[config.mk]
export PLATFORM = sky130hd
export DESIGN_NAME = multicycle_ctrl
export DESIGN_NICKNAME = d
export VERILOG_FILES = /design/src/rtl/riscv_ctrl_pkg.sv /design/src/rtl/ctrl_decoder.sv /design/src/rtl/multicycle_ctrl.sv
export SDC_FILE = /design/constraint.sdc
export NUM_CORES = 1
export LEC_CHECK = 0
export CAP_MARGIN = 20
export CORE_UTILIZATION = 47
export CTS_CLUSTER_SIZE = 8
export DETAILED_ROUTE_END_ITERATION = 7
export PLACE_DENSITY = 0.85
export SKIP_LAST_GASP = 1
export SYNTH_ARGS = -nofsm -noshare
export SYNTH_HDL_FRONTEND = slang
export SYNTH_SLANG_ARGS = --single-unit
[constraint.sdc]
create_clock -name clk -period 6.95 [get_ports clk]
set_input_delay 1.0425 -clock clk [delete_from_list [all_inputs] [get_ports clk]]
set_output_delay 1.0425 -clock clk [all_outputs]
set_load 0.02 [all_outputs]
[src/rtl/riscv_ctrl_pkg.sv]
// Shared types and opcode constants for the multicycle RISC-V control path,
// the immediate generator and the datapath.
package riscv_ctrl_pkg;

    typedef enum logic [2:0] {
        ST_FETCH  = 3'd0,
        ST_DECODE = 3'd1,
        ST_EXEC   = 3'd2,
        ST_MEM    = 3'd3,
        ST_WB     = 3'd4,
        ST_TRAP   = 3'd5
    } state_e;

    typedef enum logic [2:0] {
        IMM_I = 3'd0,
        IMM_S = 3'd1,
        IMM_B = 3'd2,
        IMM_U = 3'd3,
        IMM_J = 3'd4
    } imm_sel_e;

    typedef enum logic [2:0] {
        CLS_ALU     = 3'd0,
        CLS_LOAD    = 3'd1,
        CLS_STORE   = 3'd2,
        CLS_BRANCH  = 3'd3,
        CLS_ILLEGAL = 3'd4
    } iclass_e;

    localparam logic [6:0] OPC_OP     = 7'b0110011;
    localparam logic [6:0] OPC_OP_IMM = 7'b0010011;
    localparam logic [6:0] OPC_LOAD   = 7'b0000011;
    localparam logic [6:0] OPC_STORE  = 7'b0100011;
    localparam logic [6:0] OPC_BRANCH = 7'b1100011;

endpackage

[src/rtl/ctrl_decoder.sv]
// Opcode decoder: immediate format, ALU operand source, instruction class and
// illegal-opcode detection.
module ctrl_decoder
    import riscv_ctrl_pkg::*;
(
    input  logic [6:0] opcode_i,
    output imm_sel_e   imm_sel_o,
    output logic       alu_src_o,
    output iclass_e    iclass_o,
    output logic       illegal_o
);

    always_comb begin
        imm_sel_o = IMM_I;
        alu_src_o = 1'b0;
        iclass_o  = CLS_ILLEGAL;
        case (opcode_i)
            OPC_OP: begin
                iclass_o = CLS_ALU;
            end
            OPC_OP_IMM: begin
                iclass_o  = CLS_ALU;
                alu_src_o = 1'b1;
            end
            OPC_LOAD: begin
                iclass_o  = CLS_LOAD;
                alu_src_o = 1'b1;
            end
            OPC_STORE: begin
                iclass_o  = CLS_STORE;
                imm_sel_o = IMM_S;
                alu_src_o = 1'b1;
            end
            OPC_BRANCH: begin
                iclass_o  = CLS_BRANCH;
                imm_sel_o = IMM_B;
            end
            default: begin
                iclass_o = CLS_ILLEGAL;
            end
        endcase
    end

    assign illegal_o = (iclass_o == CLS_ILLEGAL);

endmodule

[src/rtl/multicycle_ctrl.sv]
// Multicycle RISC-V control FSM: FETCH/DECODE/EXEC/MEM/WB with a memory
// timeout, sticky trap flags and a retired-instruction counter.
module multicycle_ctrl
    import riscv_ctrl_pkg::*;
#(
    parameter int unsigned MEM_TIMEOUT = 16
) (
    input  logic        clk,
    input  logic        rst_n,
    input  logic [31:0] inst,
    input  logic        mem_ack,
    input  logic        br_taken,
    output logic        ir_wr,
    output logic        pc_wr,
    output logic        pc_sel,
    output logic [2:0]  imm_sel,
    output logic        alu_src,
    output logic        mem_req,
    output logic        mem_we,
    output logic        addr_sel,
    output logic        reg_wr,
    output logic        wb_sel,
    output logic        illegal,
    output logic        bus_err,
    output logic [31:0] instret
);

    localparam int unsigned TMO_W = (MEM_TIMEOUT > 1) ? $clog2(MEM_TIMEOUT) : 1;
    localparam logic [TMO_W-1:0] TMO_LAST = TMO_W'(MEM_TIMEOUT - 1);

    state_e            state_q, state_d;
    logic [TMO_W-1:0]  tmo_q, tmo_d;
    logic [31:0]       instret_q, instret_d;
    logic              illegal_q, illegal_d;
    logic              bus_err_q, bus_err_d;

    imm_sel_e          dec_imm_sel;
    logic              dec_alu_src;
    iclass_e           dec_class;
    logic              dec_illegal;
    logic              unused_inst_bits;

    assign unused_inst_bits = ^inst[31:7];

    ctrl_decoder u_decoder (
        .opcode_i  (inst[6:0]),
        .imm_sel_o (dec_imm_sel),
        .alu_src_o (dec_alu_src),
        .iclass_o  (dec_class),
        .illegal_o (dec_illegal)
    );

    assign imm_sel = dec_imm_sel;
    assign alu_src = dec_alu_src;

    always_ff @(posedge clk or negedge rst_n) begin
        if (!rst_n) begin
            state_q   <= ST_FETCH;
            tmo_q     <= '0;
            instret_q <= '0;
            illegal_q <= 1'b0;
            bus_err_q <= 1'b0;
        end else begin
            state_q   <= state_d;
            tmo_q     <= tmo_d;
            instret_q <= instret_d;
            illegal_q <= illegal_d;
            bus_err_q <= bus_err_d;
        end
    end

    always_comb begin
        state_d   = state_q;
        tmo_d     = tmo_q;
        illegal_d = illegal_q;
        bus_err_d = bus_err_q;
        ir_wr     = 1'b0;
        pc_wr     = 1'b0;
        pc_sel    = 1'b0;
        mem_req   = 1'b0;
        mem_we    = 1'b0;
        addr_sel  = 1'b0;
        reg_wr    = 1'b0;
        wb_sel    = 1'b0;

        case (state_q)
            ST_FETCH: begin
                mem_req = 1'b1;
                // An ack on the last waiting cycle still completes the fetch.
                if (mem_ack) begin
                    ir_wr   = 1'b1;
                    tmo_d   = '0;
                    state_d = ST_DECODE;
                end else if (tmo_q == TMO_LAST) begin
                    bus_err_d = 1'b1;
                    state_d   = ST_TRAP;
                end else begin
                    tmo_d = tmo_q + 1'b1;
                end
            end
            ST_DECODE: begin
                if (dec_illegal) begin
                    illegal_d = 1'b1;
                    state_d   = ST_TRAP;
                end else begin
                    state_d = ST_EXEC;
                end
            end
            ST_EXEC: begin
                case (dec_class)
                    CLS_ALU: state_d = ST_WB;
                    CLS_LOAD, CLS_STORE: begin
                        tmo_d   = '0;
                        state_d = ST_MEM;
                    end
                    CLS_BRANCH: begin
                        pc_wr   = 1'b1;
                        pc_sel  = br_taken;
                        tmo_d   = '0;
                        state_d = ST_FETCH;
                    end
                    default: begin
                        illegal_d = 1'b1;
                        state_d   = ST_TRAP;
                    end
                endcase
            end
            ST_MEM: begin
                mem_req  = 1'b1;
                addr_sel = 1'b1;
                mem_we   = (dec_class == CLS_STORE);
                if (mem_ack) begin
                    tmo_d = '0;
                    if (dec_class == CLS_STORE) begin
                        pc_wr   = 1'b1;
                        state_d = ST_FETCH;
                    end else begin
                        state_d = ST_WB;
                    end
                end else if (tmo_q == TMO_LAST) begin
                    bus_err_d = 1'b1;
                    state_d   = ST_TRAP;
                end else begin
                    tmo_d = tmo_q + 1'b1;
                end
            end
            ST_WB: begin
                reg_wr  = 1'b1;
                wb_sel  = (dec_class == CLS_LOAD);
                pc_wr   = 1'b1;
                tmo_d   = '0;
                state_d = ST_FETCH;
            end
            ST_TRAP: begin
                state_d = ST_TRAP;
            end
            default: begin
                state_d = ST_FETCH;
            end
        endcase

        // Reset sits in FETCH, so strobes are masked to keep an ack from leaking through.
        if (!rst_n) begin
            ir_wr  = 1'b0;
            pc_wr  = 1'b0;
            reg_wr = 1'b0;
        end

        instret_d = instret_q + {31'd0, pc_wr};
    end

    assign instret = instret_q;
    assign illegal = illegal_q;
    assign bus_err = bus_err_q;

endmodule

# Yosys cells after proc, flatten, opt, wreduce, memory -nomap -nowiden
# Cells that the tools add are included.
# Widths: inputs -> output; s select.
# classes
add_sub_neg	2
n_eq_ne	19
mux	33
bitwise	1
reduce_logical	13
# ops
op	count
$add 32x1->32	1
$mux 1	18
$mux 3	5
$pmux 3 s5	1
$eq 7x6->1 const B	2
$eq 3x2->1 const B	4
$mux 4	3
$pmux 3 s4	1
$pmux 4 s3	1
$eq 3x3->1 const B	3
$pmux 3 s3	1
$reduce_and 3->1	3
$eq 7x2->1 const B	1
$eq 7x5->1 const B	1
$eq 7x7->1 const B	1
$eq 3x1->1 const B	2
$logic_not 3->1	2
$ne 2x2->1 const B	3
$reduce_or 2->1	3
$reduce_or 3->1	2
$add 4x1->4 const B	1
$eq 4x4->1 const B	1
$pmux 2 s2	1
$reduce_or 4->1	1
6 further kinds	6
# word_totals
register_bits	41
in_bits	36
word_cells	73

# Longest topological paths before layout
# Gate-level depths: netlist (run 1).
# logic_depth
ltp_word	9
ltp_mapped	11
mapped_depth_nobuf	10

# Modules after synthesis
# Synthesis (run 1) repeated with hierarchy kept, for this count alone.
# hier_totals
cells_unflattened	210
area_unflattened_um2	2205.9
# modules_own_cells
module	instances	cells_each	area_each_um2	seq_area_each_um2
multicycle_ctrl	1	197	2105.8	1026.0
ctrl_decoder	1	13	100.1	0.0

# Worst setup path before layout (run 1)
# No wires, ideal clock.
# synth_timing
path_type	input-to-reg
startpoint	input port inst[4]
endpoint	register instret_q[14] (netlist: instret[14])
t_arrival_ns	3.800
setup_slack_ns	3.020
stages	11
cell_sequence	clkbuf_1 nand2b_1 nor3_1 and2_1 a32o_1 ha_1 ha_1 inv_1 nor4_2 nand4_1 xnor2_1
# synth_between
elab_chain_len	9
elab_cells_between_ends	15
classes_between	1 x add/sub; 7 x eq/ne; 6 x mux; 1 x reduce/logical
# synth_lines
element	line_no	source
start: declaration	multicycle_ctrl.sv:10	input logic [31:0] inst,
$eq 7x6->1 / $eq 7x5->1 (equally long branches)	ctrl_decoder.sv:17	case (opcode_i)
$reduce_or 2->1 (no source line)	-	
$pmux 3 s4 *	ctrl_decoder.sv:17	
$eq 3x2->1	multicycle_ctrl.sv:134	if (dec_class == CLS_STORE) begin
$mux 1	multicycle_ctrl.sv:134	
$mux 1	multicycle_ctrl.sv:132	if (mem_ack) begin
$pmux 1 s3 *	multicycle_ctrl.sv:86	case (state_q)
$mux 1 *	multicycle_ctrl.sv:163	if (!rst_n) begin
net pc_wr	multicycle_ctrl.sv:14	output logic pc_wr,
$add 32x1->32 *	multicycle_ctrl.sv:169	instret_d = instret_q + {31'd0, pc_wr};
net instret_d[14]	multicycle_ctrl.sv:33	logic [31:0] instret_q, instret_d;
end signal: assignment	multicycle_ctrl.sv:66	instret_q <= instret_d;
end: declaration	multicycle_ctrl.sv:33	
# The timed path passes the listed nets; every way through them passes the cells marked *.
# A chain may end at the register's enable or synchronous reset.

# Final worst setup path (run 1)
# layout_timing
startpoint	input port inst[2]
endpoint	output port pc_wr
# layout_between
elab_chain_len	8
elab_cells_between_ends	14
classes_between	7 x eq/ne; 6 x mux; 1 x reduce/logical
# layout_lines
element	line_no
$eq 7x6->1 / $eq 7x5->1 (equally long branches)	ctrl_decoder.sv:17
$reduce_or 2->1 (no source line)	-
$pmux 3 s4 *	ctrl_decoder.sv:17
$eq 3x2->1	multicycle_ctrl.sv:134
$mux 1	multicycle_ctrl.sv:134
$mux 1	multicycle_ctrl.sv:132
$pmux 1 s3 *	multicycle_ctrl.sv:86
$mux 1 *	multicycle_ctrl.sv:163
end: declaration	multicycle_ctrl.sv:14
# Mark *: on every way between the ends. The rest lies on a longest branch, timed or not.

==> impl_metrics.py, run 1 <==
metrics = {
    "floorplanning": {
        "die_x_um": 69.7,
        "io_pins": 82,
        "rows": 24,
        "die_h_um": 69.7,
        "core-area_um2": 4380,
        "die-area_um2": 4860,
        "initial_core_util": 0.491,
    },
    "finish": {
        "antenna_cells": 0,
        "final_cell_mix": "clkdlybuf4s50_1, dfrtp_1, xnor2_1, nand3_1, nand2_1",
        "area_growth_pct": 30.6,
        "fin_area_um2": 2810,
        "layout-drive-gt1-share": 0.0824,
        "nFillCells": 347,
        "final_common_cell": "clkdlybuf4s50_1",
        "fin_nets": 293,
        "finalNonFillerCells": 307,
        "fin_util": 0.642,
    },
    "synthesis": {
        "syn-cell-area_um2": 2150,
        "syn_inst": 200,
        "ys_warn_count": 0,
        "synth_fp_nets": 239,
        "synthFlopType": "dfrtp_1",
        "synth-edff-count": 0,
        "synthArstFlopShare": 1.00,
        "ys_seq_area_frac": 0.476,
        "synth.distinct_cells": 46,
        "synth-seq-cells": 41,
        "postSynthAreaPerCell_um2": 10.8,
    },
    "timing": {
        "setup_viol": 0,
        "fin_crit_ns": 4.35,
        "slew_viol_final": 0,
        "worst_hold_slack_ns": 0.466,
        "relSlewSlack": 0.578,
        "timing.final.crit_share": 0.626,
        "hold_viol_final": 0,
        "tightest_slew_ns": 0.628,
        "finalWorstSetupSlack_ns": 2.60,
        "fmax_ghz": 0.230,
        "setup_tns_ns": 0,
        "skew_ns": 0.00598,
        "rsz0062_at_grt": "no",
    },
    "clock_tree": {
        "root_buffer": "clkbuf_8",
        "cts_buffers": 5,
        "clk_latency_ns": 0.29,
        "cts_setup_buffers": 0,
        "cts_resized": 0,
        "postCtsHoldBufs": 0,
        "clock_tree.buffer_depth": 2,
        "cts_max_level": 2,
        "cts_tree": "done",
        "clkSlewWorstSetupHoldPaths_ns": 0.07,
        "clock-sinks": 41,
    },
    "detailed_routing": {
        "finalWirelength_um": 4530,
        "dr.pass1.iters": 4,
        "drt_iter0_markers": 113,
        "vias_per_cell": 5.60,
        "ant_nets": 0,
        "remaining_drc_errors": 0,
        "routedWlPerCell_um": 14.7,
        "num_vias": 1719,
    },
    "min_path": {
        "hold_depth": 1,
        "hold_path.class": "flip-flop to flip-flop",
        "min_from": "illegal",
    },
    "grt": {
        "antenna_found_initial": 0,
        "gr-total-overflow": 0,
        "grt_pass1_vias": 1636,
        "grt_max_degree": 25,
        "grt_pass1_wl_um": 7790,
        "track_usage": 0.201,
    },
    "power": {
        "leakage_nw": 1.19,
        "p_per_area_nw_per_um2": 223,
        "vdd_drop_max_mv": 0.187,
        "power_uw": 626,
    },
    "placed_design": {
        "port_buffers": 55,
        "gp_congestion": 0.800,
        "place_ws_ns": 2.64,
        "hpwl_um": 3210,
        "dp.cells": 299,
        "placed_cell_area_um2": 2710,
    },
    "setup_path": {
        "path_max_fanout": 8,
        "cp_top_family": "simple AND/OR/NAND/NOR gates",
        "r2r-start": "state_q[1]",
        "critical-path-max-stage-delay_ns": 0.61,
        "worstSetupStartpointType": "input pin",
        "crit_path_start": "inst[2]",
        "cpMostUsedCell": "clkdlybuf4s50_1",
        "r2r_cells": 10,
        "worstSetupPathType": "input pin to output pin",
        "end_kind": "output pin",
        "worst-endpoint-required_ns": 5.91,
        "cp_cell_sequence": "clkdlybuf4s50_1 -> nand4bb_1 -> nor3_1 -> and2_1 -> a32o_1 -> clkdlybuf4s50_1",
        "critPathBufInv": 2,
        "cp.arrival_ns": 3.31,
        "slowest_stage": "clkdlybuf4s50_1",
        "path_depth": 6,
    },
    "job": {
        "maxCapViolations": 0,
    },
    "status": {
        "status": "finished, final reports clean",
    },
}
==> final timing paths <==
kind	endpoint	slack, ns
worst max register to register	instret[14]	4.25
worst min-delay path	illegal	0.47
max in group asynchronous	illegal	5.59
worst max-delay path	pc_wr	2.60
worst min register to register	illegal	0.47
min in group asynchronous	instret[30]	0.69
==> cells by family (layout without fill, tap and decap cells) <==
family / after synthesis / count (layout) / share of synthesized area
compound gates: 21 / 21 / 0.0738
xor+xnor: 31 / 31 / 0.126
fa+ha+maj: 3 / 3 / 0.0174
buf+inv: 12 / 67 / 0.0331
flops: 41 / 41 / 0.476
mux: 2 / 2 / 0.00987
other cells: 1 / 1 / 0.00174
simple gates: 89 / 89 / 0.262
==> cell type report <==
class	count	area [um2]	area share
Timing Repair Buffer	56	553	0.197
Inverter	3	11.3	0.00400
Sequential cell	41	1030	0.365
Clock inverter	1	5.00	0.00178
Multi-Input combinational cell	147	1060	0.376
Clock buffer	7	96.3	0.0342
Tap cell	52	65.1	0.0231
==> Yosys cell counts (4+ instances only) <==
master    instances  share of area
nand4_1          10          0.029
xor2_1            5          0.020
and3_1            8          0.023
clkbuf_1          5         0.0087
nand3_1          15          0.035
xnor2_1          26           0.11
a31oi_1           4          0.012
nor3_1            7          0.016
nor2_1            8          0.014
nor2b_1           4          0.012
nand2_1          13          0.023
dfrtp_1          41           0.48
==> state kept, by name, summed over array words and instances, names as in the netlist <==
name     cells
state_q      3
bus_err      1
illegal      1
instret     32
tmo_q        4
==> metal layers <==
| metal | GRT usage | wire (um) | vias to the layer above |
|---|---|---|---|
| li1 | - | - | 826 |
| met1 | 0.279 | 2010 | 829 |
| met2 | 0.312 | 2230 | 56 |
| met3 | 0.0320 | 205 | 8 |
| met4 | 0.0911 | 86 | 0 |
| met5 | 0 | 0 | - |
==> report_power, final <==
part	internal, mW	leakage, nW	switching, mW
Clock	0.0898	0.0542	0.0802
Sequential	0.261	0.554	0.0420
Combinational	0.0758	0.578	0.0771
Note: power is estimated with default switching activity, not from simulation.
==> run 2: changes to the inputs <==
--- a/config.mk
+++ b/config.mk
@@ -6,10 +6,10 @@
 export NUM_CORES = 1
 export LEC_CHECK = 0
 export CAP_MARGIN = 20
-export CORE_UTILIZATION = 47
+export CORE_UTILIZATION = 40
 export CTS_CLUSTER_SIZE = 8
 export DETAILED_ROUTE_END_ITERATION = 7
-export PLACE_DENSITY = 0.85
+export PLACE_DENSITY = 0.77
 export SKIP_LAST_GASP = 1
 export SYNTH_ARGS = -nofsm -noshare
 export SYNTH_HDL_FRONTEND = slang
==> constraint.sdc (replaced) <==
create_clock -name clk -period 3.6 [get_ports clk]
set_input_delay 0.54 -clock clk [delete_from_list [all_inputs] [get_ports clk]]
set_output_delay 0.54 -clock clk [all_outputs]
set_load 0.02 [all_outputs]
==> run 2 against run 1 <==
  * Global-route usage decreased by 2.5 points
  * Clock-buffer cell count fell by 1
  * Via count is 0.23% lower
  * Critical path type unchanged
  * Critical endpoint is now pc_sel
  * Largest cell class unchanged
  * Highest routed layer unchanged
==> impl_metrics.py, run 2 (same netlist as run 1, synthesis figures left out) <==
metrics = {
    "status": {
        "status": "finished, final reports clean",
    },
    "grt": {
        "antenna_found_initial": 0,
        "gr-total-overflow": 0,
        "grt_pass1_wl_um": 7670,
        "grt_pass1_vias": 1669,
        "grt_max_degree": 24,
        "track_usage": 0.176,
    },
    "timing": {
        "worst_hold_slack_ns": 0.0597,
        "tightest_slew_ns": 0.680,
        "setup_tns_ns": 0,
        "relSlewSlack": 0.544,
        "skew_ns": 0.00944,
        "setup_viol": 0,
        "rsz0062_at_grt": "no",
        "hold_viol_final": 0,
        "fin_crit_ns": 3.04,
        "timing.final.crit_share": 0.845,
        "slew_viol_final": 0,
        "fmax_ghz": 0.329,
    },
    "setup_path": {
        "critical-path-max-stage-delay_ns": 0.60,
        "end_kind": "output pin",
        "worstSetupStartpointType": "input pin",
        "cpMostUsedCell": "clkdlybuf4s50_1",
        "path_max_fanout": 5,
        "worstSetupPathType": "input pin to output pin",
        "cp.arrival_ns": 2.50,
        "cp_cell_sequence": "clkdlybuf4s50_1 -> nand4bb_1 -> buf_4 -> nor3_1 -> and4_1 -> clkdlybuf4s50_1",
        "worst-endpoint-required_ns": 3.06,
        "slowest_stage": "clkdlybuf4s50_1",
    },
    "detailed_routing": {
        "ant_nets": 0,
        "vias_per_cell": 5.17,
        "finalWirelength_um": 4500,
        "remaining_drc_errors": 0,
        "routedWlPerCell_um": 13.5,
        "dr.pass1.iters": 4,
        "num_vias": 1715,
        "drt_iter0_markers": 105,
    },
    "finish": {
        "layout-drive-gt1-share": 0.107,
        "final_cell_mix": "clkdlybuf4s50_1, dfrtp_1, xnor2_1, nand3_1, nand2_1",
        "antenna_cells": 0,
        "final_common_cell": "clkdlybuf4s50_1",
        "area_growth_pct": 35.0,
        "fin_nets": 300,
        "largest_reg_flops": 32,
    },
    "power": {
        "intPower_uw": 876,
        "p_switching_uw": 380,
        "pwr-share-seq": 0.465,
        "leakage_nw": 1.23,
        "combPwrFrac": 0.234,
        "vdd_drop_max_mv": 0.328,
        "swShare": 0.302,
        "p_per_area_nw_per_um2": 432,
        "clock_power_share": 0.302,
    },
    "placed_design": {
        "gp_congestion": 0.805,
        "port_buffers": 55,
        "hpwl_um": 3400,
    },
    "floorplanning": {
        "initial_core_util": 0.419,
        "die_x_um": 75.4,
        "die-area_um2": 5680,
        "rows": 26,
        "core-area_um2": 5140,
        "die_h_um": 75.4,
        "io_pins": 82,
    },
    "clock_tree": {
        "cts_setup_buffers": 0,
        "cts_max_level": 2,
        "cts_buffers": 5,
        "clock_tree.buffer_depth": 2,
        "root_buffer": "clkbuf_8",
        "clkSlewWorstSetupHoldPaths_ns": 0.07,
        "postCtsHoldBufs": 0,
        "clk_latency_ns": 0.29,
        "clock-sinks": 41,
        "cts_tree": "done",
        "cts_resized": 0,
    },
    "min_path": {
        "hold_path.class": "input pin to async pin",
    },
    "job": {
        "maxCapViolations": 0,
    },
}
-- run 2: cell count changes in the layout (fill, tap and decap cells not counted), sizes merged --
cell      previous run  this run
buf                  2         9
bufinv               0         1
clkbuf               7         6
clkinv               1         0
clkinvlp             0         1
-- run 2: power groups by stage --
| stage | Sequential (mW) | Clock, mW | Combinational, mW |
|---|---|---|---|
| finish | 0.584 | 0.379 | 0.293 |
| global route | 0.596 | 0.412 | 0.323 |
| CTS | 0.585 | 0.389 | 0.296 |
| detailed placement | 0.593 | 0 | 0.295 |
| global placement | 0.593 | 0 | 0.288 |
| floorplan | 0.582 | 0 | 0.190 |
-- run 2: cell type report --
cell class                      count  area (um2)
Sequential cell                    41        1030
Clock inverter                      2        37.5
Multi-Input combinational cell    147        1060
Tap cell                           70        87.6
Inverter                            3        11.3
Clock buffer                        6        82.6
Fill cell                         490        2230
Timing Repair Buffer               63         606
-- run 2: path summary, 6_finish.rpt --
path,start,to,slack (ns),cells past startpoint
min in group clk,illegal,illegal,0.46,1
setup / recovery,inst[2],pc_sel,0.56,6
setup reg to reg,state_q[2],instret[14],1.05,10
hold / removal,rst_n,illegal,0.06,1
max in group asynchronous,rst_n,instret[3],3.06,2
hold reg to reg,illegal,illegal,0.46,1
-- run 2: worst max-delay path: cells and delay by family --
kind | cells | cell delay [ns]
buf+inv | 3 | 1.22
simple gates | 3 | 0.75
-- run 2: metrics by stage --
stage	total power, mW	instances	instance area [um2]	util	setup slack, ns
6_report	1.26	332	2910	0.566	0.556
3_3_place_gp	0.882	324	2790	0.542	0.412
3_5_place_dp	0.888	324	2790	0.542	0.430
2_1_floorplan	0.771	200	2150	-	0.172
5_1_grt	1.33	332	2910	0.566	0.424
4_1_cts	1.27	332	2910	0.566	0.565
-- run 2: metal layers --
metal	wire, um	GRT usage	vias to the layer above	part of all wire
met2	2170	0.286	37	0.48
met4	47	0.0638	0	0.010
met3	143	0.0278	4	0.032
li1	-	-	841	-
met1	2130	0.241	833	0.47
met5	0	0	-	0
